===== config.mk =====
export PLATFORM = sky130hd
export DESIGN_NAME = serial_subtractor
export DESIGN_NICKNAME = d
export VERILOG_FILES = /design/src/rtl/serial_subtractor.sv
export SDC_FILE = /design/constraint.sdc
export NUM_CORES = 1
export LEC_CHECK = 0
export BUFFER_PORTS_ARGS = -buffer_cell sky130_fd_sc_hd__buf_2
export CORE_MARGIN = 10
export CORE_UTILIZATION = 35
export CTS_CLUSTER_SIZE = 28
export DETAILED_ROUTE_END_ITERATION = 10
export SYNTH_ARGS = -nofsm -noshare
export SYNTH_HDL_FRONTEND = slang
export SYNTH_SLANG_ARGS = --single-unit

===== constraint.sdc =====
create_clock -name clk -period 5.1 [get_ports clk]
set_input_delay 0.765 -clock clk [delete_from_list [all_inputs] [get_ports clk]]
set_output_delay 0.765 -clock clk [all_outputs]
set_load 0.02 [all_outputs]

===== src/rtl/serial_subtractor.sv =====
// Bit-serial subtractor: one borrow-chain cell processes minuend - subtrahend LSB first,
// with valid/ready handshakes on both sides and a synchronous flush.
module serial_subtractor #(
   parameter int WIDTH = 32
) (
   input  logic             clk,
   input  logic             rst,
   input  logic             flush,
   input  logic             inValid,
   output logic             inReady,
   input  logic [WIDTH-1:0] minuend,
   input  logic [WIDTH-1:0] subtrahend,
   output logic             outValid,
   input  logic             outReady,
   output logic [WIDTH-1:0] diff,
   output logic             bOut,
   output logic             overflow
);

   localparam int CW = $clog2(WIDTH);

   typedef enum logic [1:0] {S_IDLE, S_RUN, S_DONE} state_t;

   state_t           r_state;
   state_t           w_next;
   logic [WIDTH-1:0] r_a;
   logic [WIDTH-1:0] r_b;
   logic [WIDTH-1:0] r_acc;
   logic [WIDTH-1:0] r_diff;
   logic [CW-1:0]    r_cnt;
   logic             r_borrow;
   logic             r_aMsb;
   logic             r_bMsb;
   logic             r_bOut;
   logic             r_ovf;

   logic             w_d;
   logic             w_borrow;
   logic             w_last;
   logic [WIDTH-1:0] w_acc;

   assign w_d      = r_a[0] ^ r_b[0] ^ r_borrow;
   assign w_borrow = (~r_a[0] & r_b[0]) | (~(r_a[0] ^ r_b[0]) & r_borrow);
   assign w_last   = (r_cnt == CW'(WIDTH - 1));
   assign w_acc    = {w_d, r_acc[WIDTH-1:1]};

   always_ff @(posedge clk or posedge rst) begin
      if (rst) r_state <= S_IDLE;
      else     r_state <= w_next;
   end

   always_comb begin
      w_next = r_state;
      case (r_state)
         S_IDLE:  if (inValid) w_next = S_RUN;
         S_RUN:   if (w_last)  w_next = S_DONE;
         S_DONE:  if (outReady) w_next = S_IDLE;
         default: w_next = S_IDLE;
      endcase
      if (flush) w_next = S_IDLE;
   end

   // Results are published only on the final RUN edge, so diff/bOut/overflow hold
   // their previous values while a new operation is being shifted through r_acc.
   always_ff @(posedge clk or posedge rst) begin
      if (rst) begin
         r_a      <= '0;
         r_b      <= '0;
         r_acc    <= '0;
         r_diff   <= '0;
         r_cnt    <= '0;
         r_borrow <= 1'b0;
         r_aMsb   <= 1'b0;
         r_bMsb   <= 1'b0;
         r_bOut   <= 1'b0;
         r_ovf    <= 1'b0;
      end else if (flush) begin
         r_cnt    <= '0;
         r_borrow <= 1'b0;
      end else begin
         case (r_state)
            S_IDLE: begin
               if (inValid) begin
                  r_a      <= minuend;
                  r_b      <= subtrahend;
                  r_aMsb   <= minuend[WIDTH-1];
                  r_bMsb   <= subtrahend[WIDTH-1];
                  r_cnt    <= '0;
                  r_borrow <= 1'b0;
               end
            end
            S_RUN: begin
               r_a      <= {1'b0, r_a[WIDTH-1:1]};
               r_b      <= {1'b0, r_b[WIDTH-1:1]};
               r_acc    <= w_acc;
               r_borrow <= w_borrow;
               r_cnt    <= r_cnt + CW'(1);
               if (w_last) begin
                  r_diff <= w_acc;
                  r_bOut <= w_borrow;
                  r_ovf  <= (r_aMsb != r_bMsb) && (w_d != r_aMsb);
               end
            end
            default: ;
         endcase
      end
   end

   assign inReady  = (r_state == S_IDLE);
   assign outValid = (r_state == S_DONE);
   assign diff     = r_diff;
   assign bOut     = r_bOut;
   assign overflow = r_ovf;

endmodule

==> summary.md, run 1 <==
| Metric | Value |
|---|---|
| Status | `complete, no violations` |
| Synthesized area | `0.006270 mm^2` |
| Unrepaired setup endpoints after global routing | `false` |
| Cells on worst reg2reg path | `3` |
| CP Launch Point | `flush` |
| Clk sink count | `139` |
| Total clock buffers created by CTS | `17` |
| Crit path arrival time | `2.81 ns` |
| Synth Area per Inst | `15.60 um^2` |
| Critical path type | `in -> reg` |
| DP Worst Slack | `2.142 ns` |
| Hold endpoint | `bOut$_DFFE_PP0P_` |
| Post-synth EDFFs | `0` |
| Synth top area share | `55.48%` |
| Max-slew headroom | `37.58%` |
| CORE AREA | `0.01742 mm^2` |
| Seq pwr share | `46.0%` |
| FF-to-FF Start | `r_state[0]$_DFFE_PP0P_` |
| Switch share | `25.19%` |
| Maximum clock rate | `397.0 MHz` |
| Pwr Density | `396.8 mW/mm^2` |
| R2r setup slk | `2.61 ns` |
| CTS tree | `yes` |
| Pint | `0.002238 W` |
| Slew @ Worst Pin | `0.9363 ns` |
| Worst path slowest cell | `o21a_2` |
| Setup WS post-layout | `2.581 ns` |
| Antenna cell count | `0` |
| Most common cell after layout, fill and taps aside | `dfrtp_1` |
| Ys flop type | `dfrtp_1` |
| Number of max-cap violations | `0` |
| Warnings, synthesis | `0` |
| Number of setup buffers added after CTS | `0` |
| Hold buffers post-CTS | `0` |
| Net switching power | `0.0007536 W` |
| Die H | `153.8 um` |
| Crit path max fanout | `36` |
| Share of cells above drive strength 1 | `63.58%` |
| Gate count of the mapped netlist | `402` |
| Final WL | `12,450 um` |
| # port buffers | `104` |
| Post-DR wirelength/cell | `16.73 um` |
| Max-slew violation total from the final report | `0` |
| Post-synth ARST share | `100.0%` |
| Worst Path Required | `5.39 ns` |
| Worst-Skew Late Latency | `0.41 ns` |
| Vias | `3,592` |
| Area leader, netlist | `dfrtp_1` |
| Synth area leaders | `dfrtp_1 55%, mux2_2 25%, mux2_4 11%` |
| Logic gate share of total power | `13.8%` |
| Die area | `0.02367 mm^2` |
| Synthesized flop and latch total | `139` |
| Initial DRC Count | `125` |
| Startpoint types | `primary input` |
| Global-route wire length before repair | `20,960 um` |
| Post-layout nets | `578` |
| Final setup violation count | `0` |
| Total GRT Usage | `10.93%` |
| Rows | `48` |
| Max clock buf depth | `2` |
| Worst-case clock skew | `0.007399 ns` |
| Sequential area share after synthesis | `55.48%` |
| Worst path cell trace | `buf_2 -> nor2_1 -> o21a_2 -> buf_4 -> mux2_2` |
| CTS H-Tree Depth | `4` |
| Final Wtd Congestion | `0.7162` |
| ANT nets after route | `0` |
| Chip width | `153.8 um` |
| Most frequent cells in the layout | `139 x dfrtp_1, 138 x mux2_2, 104 x buf_2` |
| Unique masters post-synth | `33` |
| Vias in the first global route | `3,981` |
| Area Overhead vs Synth | `20.22%` |
| Antenna violations before repair | `0` |
| HPWL Detailed | `8660 um` |
| Maximum number of pins on one net before global-route repair | `102` |
| Tcrit/Tclk final | `49.39%` |
| Max VDD drop | `0.1923 mV` |
| Final hold vios | `0` |
| CP peak stage delay | `0.78 ns` |
| Worst hold path type | `reg -> reg` |
| Hold Crit Depth | `2` |
| Min cycle time layout | `2.519 ns` |
| Hold_sp | `bOut$_DFFE_PP0P_` |
| Leak | `3.739 nW` |
| Root Buffer | `clkbuf_16` |
| DR DRC count | `0` |
| FF-to-FF End | `r_b[25]$_DFFE_PP0P_` |
| Post-Syn Nets | `474` |
| Worst hold margin | `0.4823 ns` |
| Clock share of power | `40.2%` |
| Cell Count Post-Placement | `712` |
| Top-Level Pins | `105` |
| Setup TNS | `0 ns` |
| Starting Density | `36.00%` |
| Clk pin slew, worst setup/hold paths | `0.06 ns` |
| Via density | `4.828` |
| Drt pass-1 iters | `4` |
| # resized after CTS | `0` |
| Final cell count without fillers | `744` |
| CP endpoint kind | `flip-flop` |
| Global route overflow | `0` |
cell usage after synthesis (2+ instances only):
cell type / n
nand3b_1: 2
mux2_2: 138
inv_1: 4
mux2_1: 2
nand2_1: 4
a21oi_1: 2
nand3_1: 2
nor2b_1: 2
ha_1: 2
mux2_4: 47
mux2i_1: 3
buf_6: 7
nor2_1: 8
o21ai_0: 5
dfrtp_1: 139
a31oi_1: 3
a22oi_1: 2
buf_2: 15
kinds of logic after synthesis:
kind of cell / after synthesis / share of synthesized area, %
muxes: 190 / 36.88
DFF: 139 / 55.48
AOI/OAI and AO/OA: 17 / 1.756
and+or+nand+nor: 25 / 2.295
adders and majority gates: 3 / 0.7184
buffers and inverters: 28 / 2.874
layout make-up:
type | instances | area (um^2)
multi-input combinational | 235 | 2618
clock inverter | 14 | 152.6
timing repair buffer | 109 | 558.0
clock buffer | 18 | 429.2
sequential | 139 | 3478
inverter | 4 | 20.02
tap | 225 | 281.5
fill | 1626 | 9879
flip-flops by register name, indices dropped and copies added (netlist names):
register and count:
bOut 1, diff 32, overflow 1, r_a 32, r_aMsb 1, r_acc 31
r_b 32, r_bMsb 1, r_borrow 1, r_cnt 5, r_state 2
stage by stage:
stage / power [W] / utilization (%) / instance area [um^2]
floorplan: 0.001709 / - / 6270
global placement: 0.001791 / 39.94 / 6955
detailed placement: 0.001815 / 39.94 / 6955
CTS: 0.003045 / 43.28 / 7537
global route: 0.003152 / 43.28 / 7537
finish: 0.002991 / 43.28 / 7537
worst max-delay path by stage:
stage | depth (start not counted) | endpoint | slack, ns
2_1_floorplan | 1 | bOut$_DFFE_PP0P_ | 0.61
3_3_place_gp | 5 | r_a[16]$_DFFE_PP0P_ | 2.24
3_5_place_dp | 5 | r_b[25]$_DFFE_PP0P_ | 2.14
4_1_cts | 3 | r_b[25]$_DFFE_PP0P_ | 2.58
5_1_grt | 5 | r_b[24]$_DFFE_PP0P_ | 2.42
6_report | 5 | r_b[25]$_DFFE_PP0P_ | 2.58
per-layer routing:
| metal | up-vias | global-route usage (%) | wire length (um) |
|---|---|---|---|
| li1 | 1659 | - | - |
| met1 | 1856 | 13.02 | 5625 |
| met2 | 62 | 18.05 | 6222 |
| met3 | 15 | 3.459 | 424 |
| met4 | 0 | 4.094 | 174 |
| met5 | - | 0 | 0 |
power by group through the flow:
| stage | Clock (W) | Sequential, W | Combinational [W] |
|---|---|---|---|
| floorplan | 0 | 0.00136 | 0.000348 |
| global placement | 0 | 0.00139 | 0.000403 |
| detailed placement | 0 | 0.00140 | 0.000418 |
| CTS | 0.00125 | 0.00138 | 0.000421 |
| global route | 0.00130 | 0.00140 | 0.000455 |
| finish | 0.00120 | 0.00138 | 0.000412 |
worst max-delay path: cells and delay by family:
family	cells	cell delay (ns)
AO/OA/AOI/OAI	1	0.78
buffers and inverters	2	0.66
multiplexers	1	0.39
AND/OR/NAND/NOR	1	0.20
Note: power is estimated with default switching activity, not from simulation.
==> inputs of run 2 (changes only) <==
--- a/config.mk
+++ b/config.mk
@@ -5,6 +5,7 @@
 export SDC_FILE = /design/constraint.sdc
 export NUM_CORES = 1
 export LEC_CHECK = 0
+export ABC_AREA = 1
 export BUFFER_PORTS_ARGS = -buffer_cell sky130_fd_sc_hd__buf_2
 export CORE_MARGIN = 10
 export CORE_UTILIZATION = 35
==> constraint.sdc (replaced) <==
create_clock -name clk -period 2.1 [get_ports clk]
set_input_delay 0.315 -clock clk [delete_from_list [all_inputs] [get_ports clk]]
set_output_delay 0.315 -clock clk [all_outputs]
set_load 0.02 [all_outputs]
==> summary.md, run 2 <==
| Metric | Value |
|---|---|
| Status | `complete, no violations` |
| CTS H-Tree Depth | `4` |
| Antenna cell count | `0` |
| Post-layout nets | `883` |
| Post-Route M1 WL | `6242 um` |
| Clk pin slew, worst setup/hold paths | `0.06 ns` |
| Crit path arrival time | `2.07 ns` |
| Share of cells above drive strength 1 | `19.78%` |
| Post-Syn Nets | `783` |
| Vias in the first global route | `4,563` |
| Routed length on met2 | `6027 um` |
| Area leader, netlist | `dfrtp_1` |
| Net switching power | `0.001784 W` |
| Max-slew headroom | `62.92%` |
| Synthesized flop and latch total | `139` |
| Seq pwr share | `44.6%` |
| Crit path max fanout | `27` |
| DR top layer | `met5` |
| Synthesized area | `0.006081 mm^2` |
| Post-synth top cells | `205 x nand2_1, 144 x o21ai_0, 139 x dfrtp_1` |
| HPWL Detailed | `9140 um` |
| Synth Area per Inst | `8.553 um^2` |
| Post-DR wirelength/cell | `12.41 um` |
| Final WL | `13,020 um` |
| Min cycle time layout | `1.743 ns` |
| ANT nets after route | `0` |
| CTS tree | `yes` |
| Total GRT Usage | `11.65%` |
| Most common cell after layout, fill and taps aside | `nand2_1` |
| Post-synth EDFFs | `0` |
| Worst hold path type | `in -> reg` |
| Global route overflow | `0` |
| Count leader, synth | `nand2_1` |
| Worst path slowest cell | `dfrtp_1` |
| Pint | `0.005231 W` |
| DP Worst Slack | `0.3513 ns` |
| Startpoint types | `flip-flop` |
| Worst Path Required | `2.42 ns` |
| Synth top area share | `57.20%` |
| Die H | `151.8 um` |
| Tcrit/Tclk final | `83.00%` |
| WL met3 | `517 um` |
| Top-Level Pins | `105` |
| Post-synth ARST share | `100.0%` |
| Unrepaired setup endpoints after global routing | `false` |
| Total power | `0.007014 W` |
| Worst-case clock skew | `0.005646 ns` |
| Antenna violations before repair | `1` |
| Synth area leaders | `dfrtp_1 57%, nand2_1 13%, o21ai_0 12%` |
| Switch share | `25.43%` |
| Final setup violation count | `0` |
| Clk sink count | `139` |
| Ys flop type | `dfrtp_1` |
| Pwr Density | `936.5 mW/mm^2` |
| Maximum clock rate | `573.7 MHz` |
| # resized after CTS | `0` |
| Starting Density | `35.40%` |
| Rows | `48` |
| DR DRC count | `0` |
| Area Overhead vs Synth | `23.17%` |
| CORE AREA | `0.01718 mm^2` |
| Setup TNS | `0 ns` |
| Initial DRC Count | `161` |
| Number of setup buffers added after CTS | `0` |
| Max clock buf depth | `2` |
| Critical path type | `reg -> reg` |
| Max-slew violation total from the final report | `0` |
| Logic gate share of total power | `13.3%` |
| Total clock buffers created by CTS | `17` |
| Unique masters post-synth | `23` |
| Final Wtd Congestion | `0.7336` |
| Slew @ Worst Pin | `0.5549 ns` |
| Most frequent cells in the layout | `205 x nand2_1, 144 x o21ai_0, 139 x dfrtp_1` |
| Die area | `0.02305 mm^2` |
| Number of max-cap violations | `0` |
| Final Instance Area | `0.007490 mm^2` |
| Vias | `4,588` |
| Root Buffer | `clkbuf_16` |
| Dpl cell area | `0.006897 mm^2` |
| Final hold vios | `0` |
| Drt pass-1 iters | `4` |
| Max VDD drop | `0.5701 mV` |
| Maximum number of pins on one net before global-route repair | `125` |
| Hold buffers post-CTS | `1` |
| Global-route wire length before repair | `22,480 um` |
| CP endpoint kind | `flip-flop` |
| Worst-Skew Late Latency | `0.41 ns` |
| Via density | `4.374` |
| Setup WS post-layout | `0.3571 ns` |
| Warnings, synthesis | `0` |
| Gate count of the mapped netlist | `711` |
| Leak | `3.705 nW` |
| Sequential area share after synthesis | `57.20%` |
| Most used cell, CP | `ha_1` |
| CP peak stage delay | `0.40 ns` |
| # port buffers | `104` |
| Worst path cell trace | `ha_1 -> nand2_1 -> nor2_1 -> ha_1 -> nand3_4 -> buf_12 -> o21ai_0` |
| Chip width | `151.8 um` |
| Clock share of power | `42.2%` |
==> run 2: final cells by class <==
cell class / count / area (um^2)
Clock buffer: 25 / 495.5
Clock inverter: 7 / 87.58
Fill cell: 1749 / 9687
Inverter: 106 / 404.1
Multi-Input combinational cell: 426 / 1954
Sequential cell: 139 / 3478
Tap cell: 225 / 281.5
Timing Repair Buffer: 121 / 788.3
==> run 2: stage by stage <==
stage          hold WS [ns]  util, %  instances
2_1_floorplan        0.4223        -        711
3_3_place_gp         0.2668    40.15       1016
3_5_place_dp         0.2682    40.15       1016
4_1_cts             0.06599    43.60       1049
5_1_grt             0.08366    43.60       1049
6_report            0.08554    43.60       1049
==> run 2: metal layers <==
metal  GRT usage, %  vias to the layer above
li1               -                     2443
met1          14.63                     2061
met2          18.35                       66
met3          3.246                       16
met4          5.089                        2
met5              0                        -
==> run 2: kinds of logic (layout without fill, tap and decap cells) <==
| family | after synthesis | in the layout | synth area share (%) |
|---|---|---|---|
| buffers and inverters | 146 | 259 | 10.74 |
| flip-flops | 139 | 139 | 57.20 |
| AND/OR/NAND/NOR | 223 | 223 | 14.40 |
| AO/OA/AOI/OAI | 200 | 200 | 16.91 |
| adder cells (fa/ha/maj) | 3 | 3 | 0.7407 |
==> run 2: power by group through the flow <==
stage | registers, W | logic (W) | clock network (W)
after floorplan | 0.00315 | 0.000699 | 0
after global placement | 0.00316 | 0.000936 | 0
after detailed placement | 0.00317 | 0.000946 | 0
after CTS | 0.00313 | 0.000960 | 0.00304
after global routing | 0.00317 | 0.00111 | 0.00316
final | 0.00313 | 0.000933 | 0.00296
==> run 2: worst paths after layout <==
path / endpoint / cells after the start / slack (ns) / start
worst max-delay path: diff[21]$_DFFE_PP0P_ / 7 / 0.36 / r_cnt[0]$_DFFE_PP0P_
worst min-delay path: r_state[1]$_DFFE_PP0P_ / 2 / 0.09 / outReady
worst max register to register: diff[21]$_DFFE_PP0P_ / 7 / 0.36 / r_cnt[0]$_DFFE_PP0P_
worst min register to register: diff[5]$_DFFE_PP0P_ / 2 / 0.48 / diff[5]$_DFFE_PP0P_
max in group asynchronous: r_a[14]$_DFFE_PP0P_ / 4 / 1.15 / rst
min in group asynchronous: r_acc[6]$_DFFE_PP0P_ / 3 / 0.38 / rst
==> run 2: worst max-delay path: cells and delay by family (launching register included) <==
| kind | cells | cell delay (ns) |
|---|---|---|
| compound gates | 1 | 0.18 |
| fa+ha+maj | 2 | 0.39 |
| buf+inv | 1 | 0.25 |
| flops | 1 | 0.40 |
| simple gates | 3 | 0.42 |
